**src/rtl/pc_seq_pkg.sv**
```systemverilog
// Shared definitions for the PC sequencer: sequencer states, trap cause
// codes and default boot/trap vectors.
package pc_seq_pkg;

  // Sequencer states; encodings are visible on the seqState debug port
  typedef enum logic [1:0] {
    ST_BOOT = 2'd0,
    ST_RUN  = 2'd1,
    ST_WAIT = 2'd2,
    ST_TRAP = 2'd3
  } seq_state_t;

  // Cause code reported for an internally raised misaligned-target trap
  localparam logic [3:0] CAUSE_MISALIGNED_FETCH = 4'h0;

  // Default vectors and boot hold length
  localparam logic [31:0] DEF_RESET_VECTOR = 32'hBFC0_0000;
  localparam logic [31:0] DEF_TRAP_VECTOR  = 32'hBFC0_0380;
  localparam int unsigned DEF_BOOT_CYCLES  = 2;

endpackage

```
**src/rtl/pc_redirect_buf.sv**
```systemverilog
// Single-entry pending-redirect slot used while a fetch is outstanding.
// A trap capture always overwrites the slot; a plain redirect only fills an
// empty slot. Clearing releases the slot once the fetch completes.
module pc_redirect_buf #(
  parameter int unsigned ADDR_WIDTH = 32
) (
  input  logic                  clk,
  input  logic                  rst_n,
  input  logic                  capture,
  input  logic                  capture_trap,
  input  logic [ADDR_WIDTH-1:0] capture_target,
  input  logic                  clear,
  output logic                  accept,
  output logic                  pend_valid,
  output logic                  pend_trap,
  output logic [ADDR_WIDTH-1:0] pend_target
);

  // A capture is taken if it is a trap or the slot is currently empty
  always_comb begin
    accept = capture & (capture_trap | ~pend_valid);
  end

  // Slot storage: accepted capture wins over clear
  always_ff @(posedge clk or negedge rst_n) begin
    if (!rst_n) begin
      pend_valid  <= 1'b0;
      pend_trap   <= 1'b0;
      pend_target <= '0;
    end else if (accept) begin
      pend_valid  <= 1'b1;
      pend_trap   <= capture_trap;
      pend_target <= capture_target;
    end else if (clear) begin
      pend_valid  <= 1'b0;
      pend_trap   <= 1'b0;
    end
  end

endmodule

```
**src/rtl/pc_sequencer.sv**
```systemverilog
// Next-PC sequencer: boot hold, trap/mret/jump/branch/stall selection and
// redirect buffering while an instruction fetch is outstanding.
// Optional feature: define PCSEQ_MISALIGN_TRAP_EN to trap on misaligned
// redirect targets; otherwise target bits [1:0] are forced to zero.
module pc_sequencer
  import pc_seq_pkg::*;
#(
  parameter int unsigned           ADDR_WIDTH   = 32,
  parameter logic [ADDR_WIDTH-1:0] RESET_VECTOR = ADDR_WIDTH'(DEF_RESET_VECTOR),
  parameter logic [ADDR_WIDTH-1:0] TRAP_VECTOR  = ADDR_WIDTH'(DEF_TRAP_VECTOR),
  parameter int unsigned           BOOT_CYCLES  = DEF_BOOT_CYCLES
) (
  input  logic                  clk,
  input  logic                  triggerRstN,
  input  logic [ADDR_WIDTH-1:0] pc,
  input  logic [ADDR_WIDTH-1:0] incPC,
  input  logic                  branchTaken,
  input  logic [ADDR_WIDTH-1:0] branchTarget,
  input  logic                  jumpValid,
  input  logic [ADDR_WIDTH-1:0] jumpTarget,
  input  logic                  trapReq,
  input  logic [3:0]            trapCause,
  input  logic                  mretReq,
  input  logic                  stall,
  input  logic                  imemReady,
  output logic [ADDR_WIDTH-1:0] nextPC,
  output logic                  pcRst,
  output logic                  flush,
  output logic [ADDR_WIDTH-1:0] mepc,
  output logic [3:0]            mcause,
  output logic [1:0]            seqState
);

  localparam int unsigned CNT_W = (BOOT_CYCLES > 1) ? $clog2(BOOT_CYCLES) : 1;
  localparam logic [CNT_W-1:0] CNT_LAST = (BOOT_CYCLES > 1) ? CNT_W'(BOOT_CYCLES - 1) : '0;

  seq_state_t state, next_state;
  logic [CNT_W-1:0] boot_cnt;

  logic [ADDR_WIDTH-1:0] raw_target, redir_target;
  logic                  redir_req, misalign_trap;
  logic                  eff_trap, eff_redir;
  logic [3:0]            eff_cause;

  logic                  flush_fsm, mepc_we;
  logic                  buf_capture, buf_clear, buf_accept;
  logic                  buf_trap;
  logic [ADDR_WIDTH-1:0] buf_target;
  logic                  pend_valid, pend_trap;
  logic [ADDR_WIDTH-1:0] pend_target;

  // Pick the highest-priority non-trap redirect source
  always_comb begin
    raw_target = branchTarget;
    redir_req  = 1'b0;
    if (mretReq) begin
      raw_target = mepc;
      redir_req  = 1'b1;
    end else if (jumpValid) begin
      raw_target = jumpTarget;
      redir_req  = 1'b1;
    end else if (branchTaken) begin
      raw_target = branchTarget;
      redir_req  = 1'b1;
    end
  end

  // Alignment handling of the selected redirect, then final trap/redirect decision
  always_comb begin
`ifdef PCSEQ_MISALIGN_TRAP_EN
    misalign_trap = ~trapReq & redir_req & (|raw_target[1:0]);
    redir_target  = raw_target;
`else
    misalign_trap = 1'b0;
    redir_target  = raw_target & ~ADDR_WIDTH'(3);
`endif
    eff_trap  = trapReq | misalign_trap;
    eff_cause = trapReq ? trapCause : CAUSE_MISALIGNED_FETCH;
    eff_redir = redir_req & ~eff_trap;
  end

  // State register
  always_ff @(posedge clk or negedge triggerRstN) begin
    if (!triggerRstN) state <= ST_BOOT;
    else              state <= next_state;
  end

  // Boot hold counter, saturates on the last boot cycle
  always_ff @(posedge clk or negedge triggerRstN) begin
    if (!triggerRstN) begin
      boot_cnt <= '0;
    end else if (state == ST_BOOT && boot_cnt != CNT_LAST) begin
      boot_cnt <= boot_cnt + 1'b1;
    end
  end

  // Trap context registers
  always_ff @(posedge clk or negedge triggerRstN) begin
    if (!triggerRstN) begin
      mepc   <= '0;
      mcause <= '0;
    end else if (mepc_we) begin
      mepc   <= pc;
      mcause <= eff_cause;
    end
  end

  // Next-state, next-PC and redirect capture control
  always_comb begin
    next_state  = state;
    nextPC      = pc;
    pcRst       = 1'b0;
    flush_fsm   = 1'b0;
    mepc_we     = 1'b0;
    buf_capture = 1'b0;
    buf_clear   = 1'b0;
    buf_trap    = eff_trap;
    buf_target  = eff_trap ? TRAP_VECTOR : redir_target;

    unique case (state)
      ST_BOOT: begin
        pcRst     = 1'b1;
        nextPC    = RESET_VECTOR;
        flush_fsm = 1'b1;
        if (boot_cnt == CNT_LAST) next_state = ST_RUN;
      end

      ST_RUN: begin
        if (imemReady) begin
          if (eff_trap) begin
            nextPC     = TRAP_VECTOR;
            flush_fsm  = 1'b1;
            mepc_we    = 1'b1;
            next_state = ST_TRAP;
          end else if (eff_redir) begin
            nextPC    = redir_target;
            flush_fsm = 1'b1;
          end else if (stall) begin
            nextPC = pc;
          end else begin
            nextPC = incPC;
          end
        end else begin
          // Fetch outstanding: hold PC, park any redirect until it completes
          next_state  = ST_WAIT;
          buf_capture = eff_trap | eff_redir;
          mepc_we     = eff_trap;
        end
      end

      ST_WAIT: begin
        if (imemReady) begin
          nextPC     = pend_valid ? pend_target : incPC;
          buf_clear  = 1'b1;
          next_state = (pend_valid && pend_trap) ? ST_TRAP : ST_RUN;
        end else begin
          buf_capture = eff_trap | eff_redir;
          mepc_we     = eff_trap;
        end
      end

      ST_TRAP: begin
        nextPC     = pc;
        next_state = ST_RUN;
      end

      default: next_state = ST_BOOT;
    endcase
  end

  // Flush covers immediate redirects and every accepted capture; kept apart
  // from the FSM block so the buffer's accept path does not loop back into it
  always_comb begin
    flush = flush_fsm | buf_accept;
  end

  // Debug view of the sequencer state
  always_comb begin
    seqState = state;
  end

  pc_redirect_buf #(
    .ADDR_WIDTH(ADDR_WIDTH)
  ) u_redirect_buf (
    .clk            (clk),
    .rst_n          (triggerRstN),
    .capture        (buf_capture),
    .capture_trap   (buf_trap),
    .capture_target (buf_target),
    .clear          (buf_clear),
    .accept         (buf_accept),
    .pend_valid     (pend_valid),
    .pend_trap      (pend_trap),
    .pend_target    (pend_target)
  );

endmodule

```
**config.mk**
```make
export PLATFORM = sky130hd
export DESIGN_NAME = pc_sequencer
export DESIGN_NICKNAME = d
export VERILOG_FILES = /design/src/rtl/pc_seq_pkg.sv /design/src/rtl/pc_redirect_buf.sv /design/src/rtl/pc_sequencer.sv
export SDC_FILE = /design/constraint.sdc
export NUM_CORES = 1
export LEC_CHECK = 0
export CAP_MARGIN = 5
export CORE_MARGIN = 2
export CORE_UTILIZATION = 55
export CTS_CLUSTER_DIAMETER = 200
export DETAILED_ROUTE_END_ITERATION = 6
export DONT_BUFFER_PORTS = 1
export GPL_ROUTABILITY_DRIVEN = 0
export GPL_TIMING_DRIVEN = 0
export HOLD_SLACK_MARGIN = 0.15
export PLACE_DENSITY = 0.7
export SLEW_MARGIN = 25
export SYNTH_ARGS = -nofsm -noshare
export SYNTH_HDL_FRONTEND = slang
export SYNTH_SLANG_ARGS = --single-unit
```
**constraint.sdc**
```tcl
create_clock -name clk -period 5.3 [get_ports clk]
set_input_delay 0.53 -clock clk [delete_from_list [all_inputs] [get_ports clk]]
set_output_delay 0.53 -clock clk [all_outputs]
set_load 0.02 [all_outputs]
```
-- Word-level counts from Yosys, hierarchy flattened
Cells that the tools add are included.
- add/sub/neg operators: 1
- equal/unequal tests: 6
- mux-type cells: 36
- bitwise gates (word level): 8
- reductions and logical operators: 6
- operator list (cell ; number):
    $mux W32 ; 9
    $pmux W32 S4 ; 1
    $mux W1 ; 17
    $mux W2 ; 5
    $pmux W2 S4 ; 1
    $eq A2 B2 Y1 const B ; 2
    $mux W4 ; 1
    $ne A2 B2 Y1 const B ; 2
    $pmux W1 S2 ; 2
    $ne A3 B3 Y1 const B ; 1
    $not A1 Y1 ; 3
    $or A1 B1 Y1 ; 3
    $reduce_and A3 Y1 ; 1
    $and A1 B1 Y1 ; 2
    $eq A2 B1 Y1 const B ; 1
    $logic_and A1 B1 Y1 ; 2
    $logic_not A2 Y1 ; 1
    $reduce_bool A2 Y1 ; 1
    $reduce_or A2 Y1 ; 1
    $add A1 B1 Y1 const B ; 1
- register bits after elaboration: 73
- bits of input ports: 140
- output and inout port bits: 72
- word-level logic and storage cells: 64

-- Longest topological paths before layout
- word-level depth: 9
- mapped depth: 9
- mapped depth without buffers: 6

-- Hierarchy
From an unflattened synthesis, not the netlist that was laid out.
- cell total of the unflattened synthesis: 571
- area total of the unflattened synthesis: 5542.8 um^2
- by module, submodules not included (module ; times used ; cells an instance ; area each (um^2)):
    pc_sequencer ; 1 ; 495 ; 4250.3
    pc_redirect_buf ; 1 ; 76 ; 1292.5

-- Worst setup path after synthesis
OpenSTA, ideal clock, no wires.
- path kind: reg2out
- start point: register state[0], in the netlist seqState[0]
- end point: output nextPC[10]
- arrival time: 2.260 ns
- required time: 4.770 ns
- slack: 2.510 ns
- stages on the path, launching flop included: 10
- cell sequence: dfrtp_1 inv_1 ha_1 buf_6 o21ba_1 a311o_1 nor2b_1 buf_6 buf_6 a221o_1
- cells in the longest elaborated chain, start to end: 2
- elaborated cells on any way between the ends: 5
- classes of those cells: 3 x eq/ne; 1 x mux; 1 x reduce/logical
- ends and longest elaborated chain (item ; line ; text):
    start, declared ; pc_sequencer.sv:37 ; seq_state_t state, next_state;
    start signal, assigned ; pc_sequencer.sv:85 ; else state <= next_state;
    $eq A2 B2 Y1, or another cell as far along ; pc_sequencer.sv:120 ; unique case (state)
    $pmux W32 S4 (*) ; pc_sequencer.sv:120 ;
    end, declared ; pc_sequencer.sv:26 ; output logic [ADDR_WIDTH-1:0] nextPC,
Every way passes the cells marked *; elsewhere a longest branch is shown, timed or not.

-- Worst setup path after layout
- start point: register state[1], in the netlist seqState[1]
- end point: output nextPC[20]
Same word-level chain as after synthesis.

==> results.json <==
{
  "leakagePower_uw": 0.00219,
  "fillers": 756,
  "mostFrequentLayoutCell": "sky130_fd_sc_hd__dfrtp_1",
  "timing.final.hold_violations": 0,
  "core-area_mm2": 0.00859,
  "most_common_flop_cell_mapped_by_yosys": "sky130_fd_sc_hd__dfrtp_1",
  "antennaDiodeCount": 0,
  "routed-via-count": 4130,
  "max_cap_violations": 0,
  "wl_per_cell_um": 25.1,
  "synth-warning-count": 0,
  "post_route_cells_drive_above_1_share_pct": 23.8,
  "synth_enable_flop_cells": 0,
  "routed_wire_length_um": 15300,
  "syn_area_mm2": 0.00479,
  "synth_cell_types": 53,
  "cts-htree-levels": 3,
  "finalCriticalPeriod_ns": 3.65,
  "power_density_mw_per_mm2": 574,
  "finClkSkew_ns": 0.0130,
  "post_cts_resize_count": 0,
  "first_global_vias": 4244,
  "syn_area_per_cell_um2": 9.90,
  "antenna_violating_nets_remaining": 0,
  "clock_path_buffers": 2,
  "worst_slew_margin_rel_pct": 42.0,
  "dieArea_mm2": 0.00948,
  "total_routing_resource_utilization_after_global_routing_pct": 31.3,
  "dp_hpwl_um": 10900,
  "worst-endpoint-required_ns": 4.77,
  "synth_largest_type_area_fraction_pct": 37.1,
  "source_to_sink_clock_delay_at_the_later_pin_of_the_worst_skew_pair_ns": 0.35,
  "fin_total_pwr_uw": 2940,
  "drv_slew": 0,
  "fmax_mhz": 274,
  "num_rows": 34,
  "synth_area_leaders": "sky130_fd_sc_hd__dfrtp_1 37%, sky130_fd_sc_hd__mux2_2 16%, sky130_fd_sc_hd__mux2i_1 9.6%, sky130_fd_sc_hd__o21ai_0 6.0%, sky130_fd_sc_hd__nand2_1 4.2%",
  "grt_setup_unrepaired": "no",
  "detail_route.vias_per_cell": 6.78,
  "die_width_um": 97.3,
  "setup_total_negative_slack_ns": 0,
  "drt-pass1-iter-count": 5,
  "grt_start_max_net_pins": 72,
  "synth.yosys.seq_area_share_pct": 37.1,
  "irDropWorstVdd_mv": 0.270,
  "drc": 0,
  "numCtsBuffers": 9,
  "synth-async-reset-ratio_pct": 100,
  "min_delay_path_depth": 1,
  "cts_root_buffer": "sky130_fd_sc_hd__clkbuf_8",
  "synthesis_stage_register_bit_count": 71,
  "die_h_um": 97.3,
  "hold_class": "in -> reg",
  "leading_cell_types_in_the_layout_fill_and_taps_excluded": "71 x sky130_fd_sc_hd__dfrtp_1, 70 x sky130_fd_sc_hd__mux2_2, 57 x sky130_fd_sc_hd__o21ai_0",
  "numClockSinks": 71,
  "r2r_slack_ns": 2.53,
  "grt_pass1_wl_um": 23300,
  "io_buffers": 0,
  "postSynthNetCount": 628,
  "critical_path.endpoint_type": "output port",
  "grt_antenna_before_repair": 0,
  "clk_pin_slew_worst_paths_ns": 0.09,
  "final_net_count": 641,
  "sum_of_overflow_across_all_layers_after_global_routing": 0,
  "area_growth_syn_to_layout_pct": 7.02,
  "clock_tree_from_tritoncts": "built",
  "reg2regPathDepth": 6,
  "critical_path_class": "reg -> out",
  "synthDominantAreaCellType": "sky130_fd_sc_hd__dfrtp_1",
  "ioPinCount": 212,
  "run_status": "completed",
  "syn_inst_count": 484,
  "timing.final.setup_violations": 0,
  "worst_slew_pin_slew_ns": 0.864,
  "fin_crit_sh_pct": 68.8,
  "drt_iter0_markers": 216,
  "cp_data_arrival_time_ns": 3.12,
  "critical_path.startpoint_type": "register",
  "worstPathMaxFanout": 10,
  "starting_density_of_the_core_pct": 55.8
}
-- layer usage --
layer	GRT usage, %	vias up	wire (µm)
met5	0	-	0
met4	11.0	0	389
met3	6.55	32	1450
met2	52.2	263	7360
met1	40.5	2017	6070
li1	-	1818	-
-- power breakdown --
part	total [µW]	switching, µW	internal (µW)	leakage (µW)
clock network	398	220	178	0.0000850
registers	1160	376	787	0.000846
logic	1380	830	553	0.00126
-- per-stage QoR --
stage          cell area (µm²)  setup WS (ns)  util [%]  hold WS (ns)  std cells
5_1_grt                   5130           1.58      59.7         0.305        609
2_1_floorplan             4790           2.51         -         0.234        484
6_report                  5130           1.65      59.7         0.320        609
3_5_place_dp              4930           2.12      57.3         0.236        592
3_3_place_gp              4930           2.12      57.3         0.236        592
4_1_cts                   5130           1.71      59.7         0.314        609
-- final timing paths --
check	to	startpoint
setup / recovery	nextPC[20]	seqState[1]
min in group asynchronous	mepc[31]	triggerRstN
max in group asynchronous	mepc[20]	triggerRstN
hold / removal	mepc[25]	pc[25]
setup reg to reg	mepc[12]	seqState[1]
hold reg to reg	u_redirect_buf.pend_target[21]	u_redirect_buf.pend_target[21]
-- cell type report --
class | instances | area, µm² | area share (%)
buffer | 43 | 220 | 4.29
clock buffer | 11 | 141 | 2.76
clock inverter | 4 | 22.5 | 0.439
inverter | 7 | 26.3 | 0.512
multi-input combinational | 363 | 2770 | 54.0
sequential | 71 | 1780 | 34.6
tap | 108 | 135 | 2.63
timing repair buffer | 2 | 37.5 | 0.732
-- kinds of logic after synthesis --
group | synth area share (%)
buf+inv | 5.14
mux | 26.1
fa+ha+maj | 1.04
compound gates | 19.9
flops | 37.1
simple gates | 10.8
-- state kept, by name, summed over array words and instances (netlist names) --
name / count
mepc: 32
boot_cnt: 1
u_redirect_buf.pend_target: 30
seqState: 2
u_redirect_buf.pend_trap: 1
u_redirect_buf.pend_valid: 1
mcause: 4
-- worst max-delay path, stage by stage (launching register included) --
cell,delay (ns)
sky130_fd_sc_hd__dfrtp_1,0.50
sky130_fd_sc_hd__inv_1,0.14
sky130_fd_sc_hd__ha_1,0.21
sky130_fd_sc_hd__nand2_1,0.32
sky130_fd_sc_hd__or4_1,0.53
sky130_fd_sc_hd__buf_2,0.19
sky130_fd_sc_hd__clkbuf_1,0.24
sky130_fd_sc_hd__o21ai_0,0.35
sky130_fd_sc_hd__a221o_1,0.29
-- repair_timing --
| action | CTS | global route |
|---|---|---|
| endpoints found under the setup margin | 0 | 0 |
| hold endpoints to repair | 71 | 0 |
| hold buffers | 2 | 0 |
| buffers inserted | 0 | 0 |
-- cell usage after synthesis, drive strengths merged, types with 5 or more instances --
| cell | number |
|---|---|
| o211ai | 8 |
| nand2 | 53 |
| nor2b | 6 |
| buf | 26 |
| mux2i | 46 |
| o21ai | 57 |
| or2 | 5 |
| nor2 | 10 |
| inv | 7 |
| a21oi | 21 |
| nand2b | 5 |
| clkbuf | 17 |
| a221oi | 11 |
| mux2 | 70 |
| dfrtp | 71 |
| a221o | 19 |
Note: power is estimated with default switching activity, not from simulation.
